### config.mk
export PLATFORM = sky130hd
export DESIGN_NAME = sysid_verify_ctrl
export DESIGN_NICKNAME = d
export VERILOG_FILES = /design/src/rtl/sysid_verify_ctrl.sv
export SDC_FILE = /design/constraint.sdc
export NUM_CORES = 1
export LEC_CHECK = 0
export BUFFER_PORTS_ARGS = -buffer_cell sky130_fd_sc_hd__buf_2
export CORE_AREA = 3 3 89 91
export DETAILED_ROUTE_END_ITERATION = 6
export DIE_AREA = 0 0 92 94
export GPL_ROUTABILITY_DRIVEN = 0
export PLACE_DENSITY_LB_ADDON = 0.3
export SLEW_MARGIN = 20
export SYNTH_ARGS = -nofsm -noshare
export SYNTH_HDL_FRONTEND = slang
export SYNTH_SLANG_ARGS = --single-unit
### constraint.sdc
create_clock -name clock_i -period 3.1 [get_ports clock_i]
set_clock_uncertainty 0.1 [all_clocks]
set_input_delay 0.62 -clock clock_i [delete_from_list [all_inputs] [get_ports clock_i]]
set_output_delay 0.62 -clock clock_i [all_outputs]
set_load 0.01 [all_outputs]
### src/rtl/sysid_verify_ctrl.sv
// rtl/sysid_verify_ctrl.sv - boot-time system ID / timestamp verification sequencer
//
// Reads word 0 (system ID) and word 1 (build timestamp) from the system ID
// slave over Avalon-MM, compares them with the values the software image was
// built for, retries whole passes on mismatch and reports sticky status.
//
// Ports:
//   clock_i          system clock, rising edge
//   reset_n_i        asynchronous active-low reset
//   start_i          start pulse, honoured only in IDLE or DONE
//   m_address_o      word select (0 = ID, 1 = timestamp)
//   m_read_o         Avalon read request
//   m_waitrequest_i  slave stall
//   m_readdata_i     slave read data
//   busy_o           sequence in progress
//   done_o           sequence finished, held until the next accepted start
//   id_ok_o          word 0 matched on the final pass
//   ts_ok_o          word 1 matched on the final pass
//   error_o          final pass mismatched or a read timed out
//   timeout_o        a read was aborted by the stall timeout
//   captured_id_o    last captured word 0
//   captured_ts_o    last captured word 1

module sysid_verify_ctrl #(
    parameter logic [31:0] EXPECTED_ID    = 32'd0,
    parameter logic [31:0] EXPECTED_TS    = 32'd1427243257,
    parameter int unsigned READ_LATENCY   = 0,
    parameter int unsigned MAX_RETRIES    = 3,
    parameter int unsigned TIMEOUT_CYCLES = 255
) (
    input  logic        clock_i,
    input  logic        reset_n_i,
    input  logic        start_i,
    output logic        m_address_o,
    output logic        m_read_o,
    input  logic        m_waitrequest_i,
    input  logic [31:0] m_readdata_i,
    output logic        busy_o,
    output logic        done_o,
    output logic        id_ok_o,
    output logic        ts_ok_o,
    output logic        error_o,
    output logic        timeout_o,
    output logic [31:0] captured_id_o,
    output logic [31:0] captured_ts_o
);

    localparam int RW = (MAX_RETRIES > 0) ? $clog2(MAX_RETRIES + 1) : 1;
    localparam int TW = (TIMEOUT_CYCLES > 0) ? $clog2(TIMEOUT_CYCLES + 1) : 1;
    // Index of the final latency cycle; only meaningful when READ_LATENCY > 0.
    localparam logic [1:0] LAT_LAST = (READ_LATENCY > 0) ? 2'(READ_LATENCY - 1) : 2'd0;

    typedef enum logic [2:0] {
        S_IDLE,
        S_RD_ID,
        S_WAIT_ID,
        S_RD_TS,
        S_WAIT_TS,
        S_CHECK,
        S_DONE
    } state_t;

    state_t        state_q, state_d;
    logic [RW-1:0] retry_q, retry_d;
    logic [TW-1:0] to_q, to_d;
    logic [1:0]    lat_q, lat_d;
    logic          id_ok_q, id_ok_d;
    logic          ts_ok_q, ts_ok_d;
    logic          error_q, error_d;
    logic          timeout_q, timeout_d;
    logic [31:0]   cap_id_q, cap_id_d;
    logic [31:0]   cap_ts_q, cap_ts_d;

    logic          to_hit;
    logic [TW-1:0] to_inc;
    logic          id_match;
    logic          ts_match;

    // This stall cycle is the one that brings the count up to TIMEOUT_CYCLES.
    assign to_hit   = (32'(to_q) + 32'd1) >= TIMEOUT_CYCLES;
    assign to_inc   = (&to_q) ? to_q : to_q + TW'(1);
    assign id_match = (cap_id_q == EXPECTED_ID);
    assign ts_match = (cap_ts_q == EXPECTED_TS);

    always_comb begin
        state_d   = state_q;
        retry_d   = retry_q;
        to_d      = to_q;
        lat_d     = lat_q;
        id_ok_d   = id_ok_q;
        ts_ok_d   = ts_ok_q;
        error_d   = error_q;
        timeout_d = timeout_q;
        cap_id_d  = cap_id_q;
        cap_ts_d  = cap_ts_q;

        case (state_q)
            S_IDLE, S_DONE: begin
                if (start_i) begin
                    state_d   = S_RD_ID;
                    retry_d   = '0;
                    to_d      = '0;
                    id_ok_d   = 1'b0;
                    ts_ok_d   = 1'b0;
                    error_d   = 1'b0;
                    timeout_d = 1'b0;
                end
            end
            S_RD_ID, S_RD_TS: begin
                if (!m_waitrequest_i) begin
                    to_d = '0;
                    if (READ_LATENCY == 0) begin
                        if (state_q == S_RD_ID) begin
                            cap_id_d = m_readdata_i;
                            state_d  = S_RD_TS;
                        end else begin
                            cap_ts_d = m_readdata_i;
                            state_d  = S_CHECK;
                        end
                    end else begin
                        lat_d   = 2'd0;
                        state_d = (state_q == S_RD_ID) ? S_WAIT_ID : S_WAIT_TS;
                    end
                end else if (to_hit) begin
                    // A stuck slave is not worth retrying.
                    state_d   = S_DONE;
                    error_d   = 1'b1;
                    timeout_d = 1'b1;
                end else begin
                    to_d = to_inc;
                end
            end
            S_WAIT_ID: begin
                if (lat_q == LAT_LAST) begin
                    cap_id_d = m_readdata_i;
                    state_d  = S_RD_TS;
                end else begin
                    lat_d = lat_q + 2'd1;
                end
            end
            S_WAIT_TS: begin
                if (lat_q == LAT_LAST) begin
                    cap_ts_d = m_readdata_i;
                    state_d  = S_CHECK;
                end else begin
                    lat_d = lat_q + 2'd1;
                end
            end
            S_CHECK: begin
                if (id_match && ts_match) begin
                    state_d = S_DONE;
                    id_ok_d = 1'b1;
                    ts_ok_d = 1'b1;
                end else if (32'(retry_q) < MAX_RETRIES) begin
                    retry_d = retry_q + RW'(1);
                    state_d = S_RD_ID;
                end else begin
                    state_d = S_DONE;
                    error_d = 1'b1;
                    id_ok_d = id_match;
                    ts_ok_d = ts_match;
                end
            end
            default: state_d = S_IDLE;
        endcase
    end

    always_ff @(posedge clock_i or negedge reset_n_i) begin
        if (!reset_n_i) begin
            state_q   <= S_IDLE;
            retry_q   <= '0;
            to_q      <= '0;
            lat_q     <= 2'd0;
            id_ok_q   <= 1'b0;
            ts_ok_q   <= 1'b0;
            error_q   <= 1'b0;
            timeout_q <= 1'b0;
            cap_id_q  <= 32'd0;
            cap_ts_q  <= 32'd0;
        end else begin
            state_q   <= state_d;
            retry_q   <= retry_d;
            to_q      <= to_d;
            lat_q     <= lat_d;
            id_ok_q   <= id_ok_d;
            ts_ok_q   <= ts_ok_d;
            error_q   <= error_d;
            timeout_q <= timeout_d;
            cap_id_q  <= cap_id_d;
            cap_ts_q  <= cap_ts_d;
        end
    end

    // Bus and status strobes decode straight from the state register so they
    // drop together with it on reset; address stays put through stalls and
    // the latency wait of each word.
    assign m_read_o      = (state_q == S_RD_ID) || (state_q == S_RD_TS);
    assign m_address_o   = (state_q == S_RD_TS) || (state_q == S_WAIT_TS);
    assign busy_o        = (state_q != S_IDLE) && (state_q != S_DONE);
    assign done_o        = (state_q == S_DONE);
    assign id_ok_o       = id_ok_q;
    assign ts_ok_o       = ts_ok_q;
    assign error_o       = error_q;
    assign timeout_o     = timeout_q;
    assign captured_id_o = cap_id_q;
    assign captured_ts_o = cap_ts_q;

endmodule
==> flow_summary.json, run 1 <==
{
  "postSynth.topFlopCell": "sky130_fd_sc_hd__dfrtp_1",
  "setup_viol": 0,
  "route.detailed.wl_per_inst_um": 16.4,
  "pin_count": 108,
  "ys.warnings.count": 0,
  "postCtsSetupRepairBufs": 0,
  "power.share.switching_pct": 37.1,
  "worst_r2r_startpoint": "to_q[0]$_DFFE_PN0P_",
  "netlist_instances": 293,
  "die-width_um": 92,
  "cts_hold_repair.buffers": 0,
  "max_slew.worst_pin.slew_ns": 0.731,
  "worst_ep_required_time_ns": 3.23,
  "worst-path-buf-inv": 2,
  "timing.setup.critical_path_class": "flip-flop to flip-flop",
  "globalRoute.totalOverflow": 0,
  "critical-path-max-stage-delay_ns": 0.55,
  "flow.area_growth_from_synthesis_pct": 22.4,
  "post-route-drc-count": 0,
  "synth-edff-count": 0,
  "number_of_detailed_route_iterations_in_the_first_pass": 4,
  "post-route-min-period_ns": 2.45,
  "regToRegEndpoint": "to_q[3]$_DFFE_PN0P_",
  "design.die.area_mm2": 0.00865,
  "max-clock-path-buffers": 2,
  "grt_setup_unrepaired": "no",
  "leakage_nw": 2.12,
  "grt_max_degree": 84,
  "first_iter_violations": 128,
  "fp.coreArea_mm2": 0.00721,
  "cts.reportedPaths.clkPinSlew_ns": 0.09,
  "dpl_cell_area_mm2": 0.00436,
  "synth-async-reset-ratio_pct": 100,
  "crit_family": "compound AO/OA/AOI/OAI gates",
  "cap_viol_max_count": 0,
  "setup_tns_ns": 0,
  "rr_worst_depth": 9,
  "antenna_cells": 0,
  "seq_power_share_pct": 40.7,
  "period_share_pct": 78.9,
  "dp.cells": 490,
  "final_critical_path_setup_slack_ns": 0.655,
  "startpoint_type_of_the_worst_setup_path": "flip-flop",
  "grt_use_total_pct": 20.3,
  "initial_cell_density_of_the_core_pct": 51.8,
  "routed_via_density": 5.40,
  "total_number_of_vias": 2733,
  "cp.arrival_ns": 2.58,
  "grt_first_pass_wirelength_mm": 13.5,
  "netlist_area_mm2": 0.00374,
  "finalCoreUtilization_pct": 63.4,
  "floorplan.die.height_um": 94,
  "critical_path_maximum_fanout": 8,
  "irDropWorstVdd_mv": 0.640,
  "syn_area_per_cell_um2": 12.8,
  "total_net_switching_power_mw": 1.82,
  "ctsResizeCount": 0,
  "outcome": "complete, no violations",
  "fill_cells": 585,
  "clkLatencyLatePin_ns": 0.34,
  "numPortBuffers": 107,
  "timing.max_slew.rel_slack_pct": 51.2,
  "report.final.hold_viol_count": 0,
  "clockPowerShare_pct": 16.4,
  "crit_path_end_kind": "flip-flop",
  "report.final.slew_viol_count": 0,
  "max_freq_mhz": 409,
  "final_cell_count_no_fill": 506,
  "drtAntennaViolNets": 0,
  "share_of_cells_above_drive_strength_1_pct": 49.6,
  "cts_num_sinks": 83,
  "power_mw": 4.89,
  "synth-seq-cells": 83,
  "yosysSeqAreaShare_pct": 55.6,
  "total_nets_after_synthesis": 333,
  "power.density_cell_area_mw_per_mm2": 1070,
  "dp_hpwl_mm": 6.01,
  "finalHoldWorstSlack_ns": 0.200,
  "initial_antenna_violation_count": 0,
  "synth_cell_type_count": 48,
  "final_area_mm2": 0.00457,
  "rrSetupSlack_ns": 0.65,
  "cell_internal_pwr_mw": 3.07,
  "fin_nets": 442,
  "combinationalPowerShare_pct": 42.8,
  "hp-class": "input port to async pin",
  "cts_htree_levels": 3,
  "post-place-ws_ns": 0.687,
  "critical_path_cell_with_the_highest_stage_delay": "sky130_fd_sc_hd__o311ai_2",
  "cts_root_buf": "sky130_fd_sc_hd__clkbuf_8",
  "cp_cell_sequence": "inv_1 > ha_1 > o21bai_1 > o2111ai_2 > o311ai_2 > buf_4 > a21oi_1 > o21ai_0 > o31ai_1",
  "numCtsBuffers": 9,
  "first_global_vias": 2713,
  "floorplan_row_count": 31,
  "wirelength_mm": 8.30,
  "tritoncts": "done"
}
-- synthesized netlist by cell type (2+ instances only) --
cell type                  number  area share, %
sky130_fd_sc_hd__dfrtp_1       83             56
sky130_fd_sc_hd__mux2_2        66             20
sky130_fd_sc_hd__nand2_1       19            1.9
sky130_fd_sc_hd__nor4_1        11            1.8
sky130_fd_sc_hd__o21ai_0       11            1.5
sky130_fd_sc_hd__nor2_1        10            1.0
sky130_fd_sc_hd__a21oi_1        8            1.1
sky130_fd_sc_hd__buf_2          7           0.94
sky130_fd_sc_hd__inv_1          6           0.60
sky130_fd_sc_hd__nand4_1        6            1.0
sky130_fd_sc_hd__and2_1         5           0.84
sky130_fd_sc_hd__ha_1           4            1.3
sky130_fd_sc_hd__nand3_1        4           0.54
sky130_fd_sc_hd__nor2b_1        4           0.67
sky130_fd_sc_hd__or3_1          4           0.67
sky130_fd_sc_hd__and3_1         3           0.50
sky130_fd_sc_hd__buf_6          3           0.90
sky130_fd_sc_hd__nor4bb_1       3           0.80
sky130_fd_sc_hd__o31ai_1        3           0.60
sky130_fd_sc_hd__a32o_1         2           0.54
sky130_fd_sc_hd__nor4b_1        2           0.47
sky130_fd_sc_hd__xnor2_1        2           0.47
sky130_fd_sc_hd__xor2_1         2           0.47
-- worst register-to-register path, stage by stage, from the launching register on --
cell                        delay (ns)
sky130_fd_sc_hd__dfrtp_1          0.44
sky130_fd_sc_hd__inv_1            0.07
sky130_fd_sc_hd__ha_1             0.31
sky130_fd_sc_hd__o21bai_1         0.18
sky130_fd_sc_hd__o2111ai_2        0.15
sky130_fd_sc_hd__o311ai_2         0.55
sky130_fd_sc_hd__buf_4            0.25
sky130_fd_sc_hd__a21oi_1          0.05
sky130_fd_sc_hd__o21ai_0          0.16
sky130_fd_sc_hd__o31ai_1          0.09
-- layout by cell type (no fill, tap or decap), types with 5 or more instances in the layout --
master | Yosys | routed
sky130_fd_sc_hd__clkbuf_8 | 0 | 11
sky130_fd_sc_hd__buf_2 | 7 | 106
sky130_fd_sc_hd__nand4_1 | 6 | 6
sky130_fd_sc_hd__nor2_1 | 10 | 9
sky130_fd_sc_hd__inv_1 | 6 | 6
sky130_fd_sc_hd__mux2_2 | 66 | 66
sky130_fd_sc_hd__a21oi_1 | 8 | 8
sky130_fd_sc_hd__dfrtp_1 | 83 | 83
sky130_fd_sc_hd__nand2_1 | 19 | 19
sky130_fd_sc_hd__o21ai_0 | 11 | 11
sky130_fd_sc_hd__nor4_1 | 11 | 11
sky130_fd_sc_hd__and2_1 | 5 | 5
-- sequential cells by signal, indices dropped and copies added, names as in the netlist --
register       flops
captured_id_o     32
captured_ts_o     32
error_o            1
id_ok_o            1
lat_q              2
retry_q            2
state_q            3
timeout_o          1
to_q               8
ts_ok_o            1
-- routing by layer --
metal | vias up | wire (µm) | global-route usage (%)
met2 | 88 | 3900 | 31.3
met4 | 0 | 113 | 8.54
met1 | 1349 | 3800 | 28.0
met3 | 9 | 479 | 4.17
li1 | 1287 | - | -
met5 | - | 0 | 0
-- power groups by stage --
| stage | clock network (mW) | registers, mW | logic [mW] |
|---|---|---|---|
| 2_1_floorplan | 0 | 2.11 | 1.22 |
| 4_1_cts | 0.822 | 1.99 | 2.13 |
| 3_5_place_dp | 0 | 2.01 | 2.12 |
| 6_report | 0.803 | 1.99 | 2.09 |
| 5_1_grt | 0.878 | 2.07 | 2.28 |
| 3_3_place_gp | 0 | 1.99 | 2.08 |
-- layout make-up --
cell class / count / area [µm²] / area share, %
Sequential cell: 83 / 2080 / 45.4
Inverter: 7 / 26.3 / 0.575
Multi-Input combinational cell: 191 / 1570 / 34.4
Timing Repair Buffer: 110 / 564 / 12.3
Clock buffer: 11 / 151 / 3.31
Clock inverter: 5 / 58.8 / 1.29
Tap cell: 99 / 124 / 2.71
-- worst max path at each step --
| stage | depth (start not counted) | start | to | slack, ns |
|---|---|---|---|---|
| 2_1_floorplan | 8 | to_q[0]$_DFFE_PN0P_ | error_o$_DFFE_PN0P_ | 0.94 |
| 3_3_place_gp | 6 | captured_ts_o[29]$_DFFE_PN0P_ | error_o$_DFFE_PN0P_ | 0.74 |
| 3_5_place_dp | 9 | to_q[0]$_DFFE_PN0P_ | to_q[4]$_DFFE_PN0P_ | 0.69 |
| 4_1_cts | 9 | to_q[0]$_DFFE_PN0P_ | to_q[4]$_DFFE_PN0P_ | 0.68 |
| 5_1_grt | 9 | to_q[0]$_DFFE_PN0P_ | to_q[4]$_DFFE_PN0P_ | 0.44 |
| 6_report | 9 | to_q[0]$_DFFE_PN0P_ | to_q[3]$_DFFE_PN0P_ | 0.65 |
-- cells by family (layout without fill, tap and decap cells) --
logic type               Yosys count  after routing  share of synthesized area [%]
multiplexers                      68             68                           20.6
flip-flops                        83             83                           55.6
AND/OR/NAND/NOR                   76             76                           11.3
XOR/XNOR                           4              4                          0.938
AO/OA/AOI/OAI                     39             39                           7.54
adder cells (fa/ha/maj)            4              4                           1.34
buffers and inverters             19            133                           2.78
Note: power is estimated with default switching activity, not from simulation.
==> run 2, diff against run 1 <==
==> constraint.sdc (replaced) <==
create_clock -name clock_i -period 2.5 [get_ports clock_i]
set_clock_uncertainty 0.1 [all_clocks]
set_input_delay 0.5 -clock clock_i [delete_from_list [all_inputs] [get_ports clock_i]]
set_output_delay 0.5 -clock clock_i [all_outputs]
set_load 0.01 [all_outputs]
==> run 2 against run 1 <==
Hold slack worse by 0.15 ns. Clock power up 13%. Non-clock buffer count rose by 4. Core utilization is 0.54 points higher. Setup slack got worse by 0.44 ns. Critical endpoint is now id_ok_o$_DFFE_PN0P_.
==> flow_summary.json, run 2 (synthesis gave the netlist of run 1 again) <==
{
  "worst_r2r_startpoint": "captured_ts_o[25]$_DFFE_PN0P_",
  "timing.max_slew.rel_slack_pct": 61.4,
  "drtAntennaViolNets": 0,
  "power_mw": 6.06,
  "multiInputGateArea_mm2": 0.00157,
  "die-width_um": 92,
  "period_share_pct": 91.4,
  "numPortBuffers": 107,
  "max_slew.worst_pin.slew_ns": 0.580,
  "combinationalPowerShare_pct": 44.3,
  "design.die.area_mm2": 0.00865,
  "initial_antenna_violation_count": 0,
  "first_iter_violations": 135,
  "total_number_of_vias": 2801,
  "ctsResizeCount": 0,
  "postCtsSetupRepairBufs": 0,
  "fill_cells": 614,
  "route.detailed.wl_per_inst_um": 16.8,
  "cts_hold_repair.buffers": 0,
  "flow.area_growth_from_synthesis_pct": 23.4,
  "crit_path_end_kind": "flip-flop",
  "cap_viol_max_count": 0,
  "rrSetupSlack_ns": 0.21,
  "cts_num_sinks": 83,
  "cts_root_buf": "sky130_fd_sc_hd__clkbuf_8",
  "seq_power_share_pct": 40.8,
  "clockPowerShare_pct": 15.0,
  "share_of_cells_above_drive_strength_1_pct": 49.6,
  "fin_nets": 446,
  "hp-class": "input port to async pin",
  "grt_first_pass_wirelength_mm": 14.2,
  "globalRoute.totalOverflow": 0,
  "final_critical_path_setup_slack_ns": 0.214,
  "report.final.slew_viol_count": 0,
  "rr_worst_depth": 7,
  "grt_max_degree": 44,
  "layout_commonest_cell": "sky130_fd_sc_hd__buf_2",
  "first_global_vias": 2843,
  "wirelength_mm": 8.57,
  "crit_path_from": "captured_ts_o[25]$_DFFE_PN0P_",
  "leakage_nw": 2.15,
  "critical_path_maximum_fanout": 7,
  "setup_viol": 0,
  "timing.setup.critical_path_class": "flip-flop to flip-flop",
  "post-place-ws_ns": 0.223,
  "irDropWorstVdd_mv": 0.790,
  "final_cell_mix": "sky130_fd_sc_hd__buf_2 (106), sky130_fd_sc_hd__dfrtp_1 (83), sky130_fd_sc_hd__mux2_2 (66)",
  "initial_cell_density_of_the_core_pct": 51.8,
  "total_net_switching_power_mw": 2.25,
  "max-clock-path-buffers": 2,
  "cp.arrival_ns": 2.42,
  "cts.reportedPaths.clkPinSlew_ns": 0.08,
  "sequential_cell_area_mm2": 0.00208,
  "grt_setup_unrepaired": "no",
  "max_freq_mhz": 437,
  "floorplan.die.height_um": 94,
  "antenna_cells": 0,
  "fp.coreArea_mm2": 0.00721,
  "outcome": "complete, no violations",
  "regToRegEndpoint": "id_ok_o$_DFFE_PN0P_",
  "finalHoldWorstSlack_ns": 0.0528,
  "cell_internal_pwr_mw": 3.81,
  "setup_tns_ns": 0,
  "tritoncts": "done",
  "dp_hpwl_mm": 6.34,
  "numCtsBuffers": 9,
  "grt_use_total_pct": 21.1,
  "cts_htree_levels": 3,
  "power.density_cell_area_mw_per_mm2": 1310,
  "startpoint_type_of_the_worst_setup_path": "flip-flop",
  "pin_count": 108,
  "number_of_detailed_route_iterations_in_the_first_pass": 6,
  "clkLatencyLatePin_ns": 0.34,
  "finalCoreUtilization_pct": 63.9,
  "floorplan_row_count": 31,
  "post-route-drc-count": 0,
  "worst_ep_required_time_ns": 2.63,
  "routed_via_density": 5.49,
  "report.final.hold_viol_count": 0,
  "power.share.switching_pct": 37.1,
  "post-route-min-period_ns": 2.29
}
==> run 2: changes by cell type in the layout (fill, tap and decap cells not counted), sizes merged <==
cell,before,now
inv,8,7
clkinvlp,2,0
buf,110,114
clkinv,1,4
==> run 2: final cells by class <==
| type | instances | area share [%] |
|---|---|---|
| Clock buffer | 11 | 2.85 |
| Clock inverter | 5 | 1.17 |
| Inverter | 7 | 0.570 |
| Multi-Input combinational cell | 191 | 34.1 |
| Sequential cell | 83 | 45.0 |
| Tap cell | 99 | 2.69 |
| Timing Repair Buffer | 114 | 13.6 |
==> run 2: worst max-delay path, stage by stage, from the launching register on <==
cell	delay [ns]
sky130_fd_sc_hd__dfrtp_1	0.40
sky130_fd_sc_hd__nor4bb_1	0.51
sky130_fd_sc_hd__nand4_1	0.23
sky130_fd_sc_hd__nor4_1	0.28
sky130_fd_sc_hd__buf_4	0.16
sky130_fd_sc_hd__or3_1	0.20
sky130_fd_sc_hd__nand2_1	0.10
sky130_fd_sc_hd__a32o_1	0.21
==> run 2: worst max-delay path by stage <==
stage	endpoint	slack, ns
2_1_floorplan	error_o$_DFFE_PN0P_	0.34
3_3_place_gp	error_o$_DFFE_PN0P_	0.25
3_5_place_dp	error_o$_DFFE_PN0P_	0.22
4_1_cts	id_ok_o$_DFFE_PN0P_	0.20
5_1_grt	id_ok_o$_DFFE_PN0P_	0.03
6_report	id_ok_o$_DFFE_PN0P_	0.21
==> run 2: metrics by stage <==
step / area, µm² / cells
after global routing: 4610 / 510
final: 4610 / 510
after global placement: 4430 / 494
after floorplan: 3740 / 293
after detailed placement: 4430 / 494
after CTS: 4610 / 510
==> run 2: power by group through the flow <==
stage / sequential [mW] / clock [mW] / combinational (mW)
after floorplan: 2.62 / 0 / 1.51
after global placement: 2.45 / 0 / 2.66
after detailed placement: 2.49 / 0 / 2.71
after CTS: 2.47 / 0.939 / 2.72
after global routing: 2.56 / 0.996 / 2.91
final: 2.47 / 0.906 / 2.68
==> run 2: routing by layer <==
layer	track usage (%)	part of all wire (%)
met1	27.0	43
met2	34.9	50
met3	5.61	5.8
met4	7.05	1.6
met5	0	0
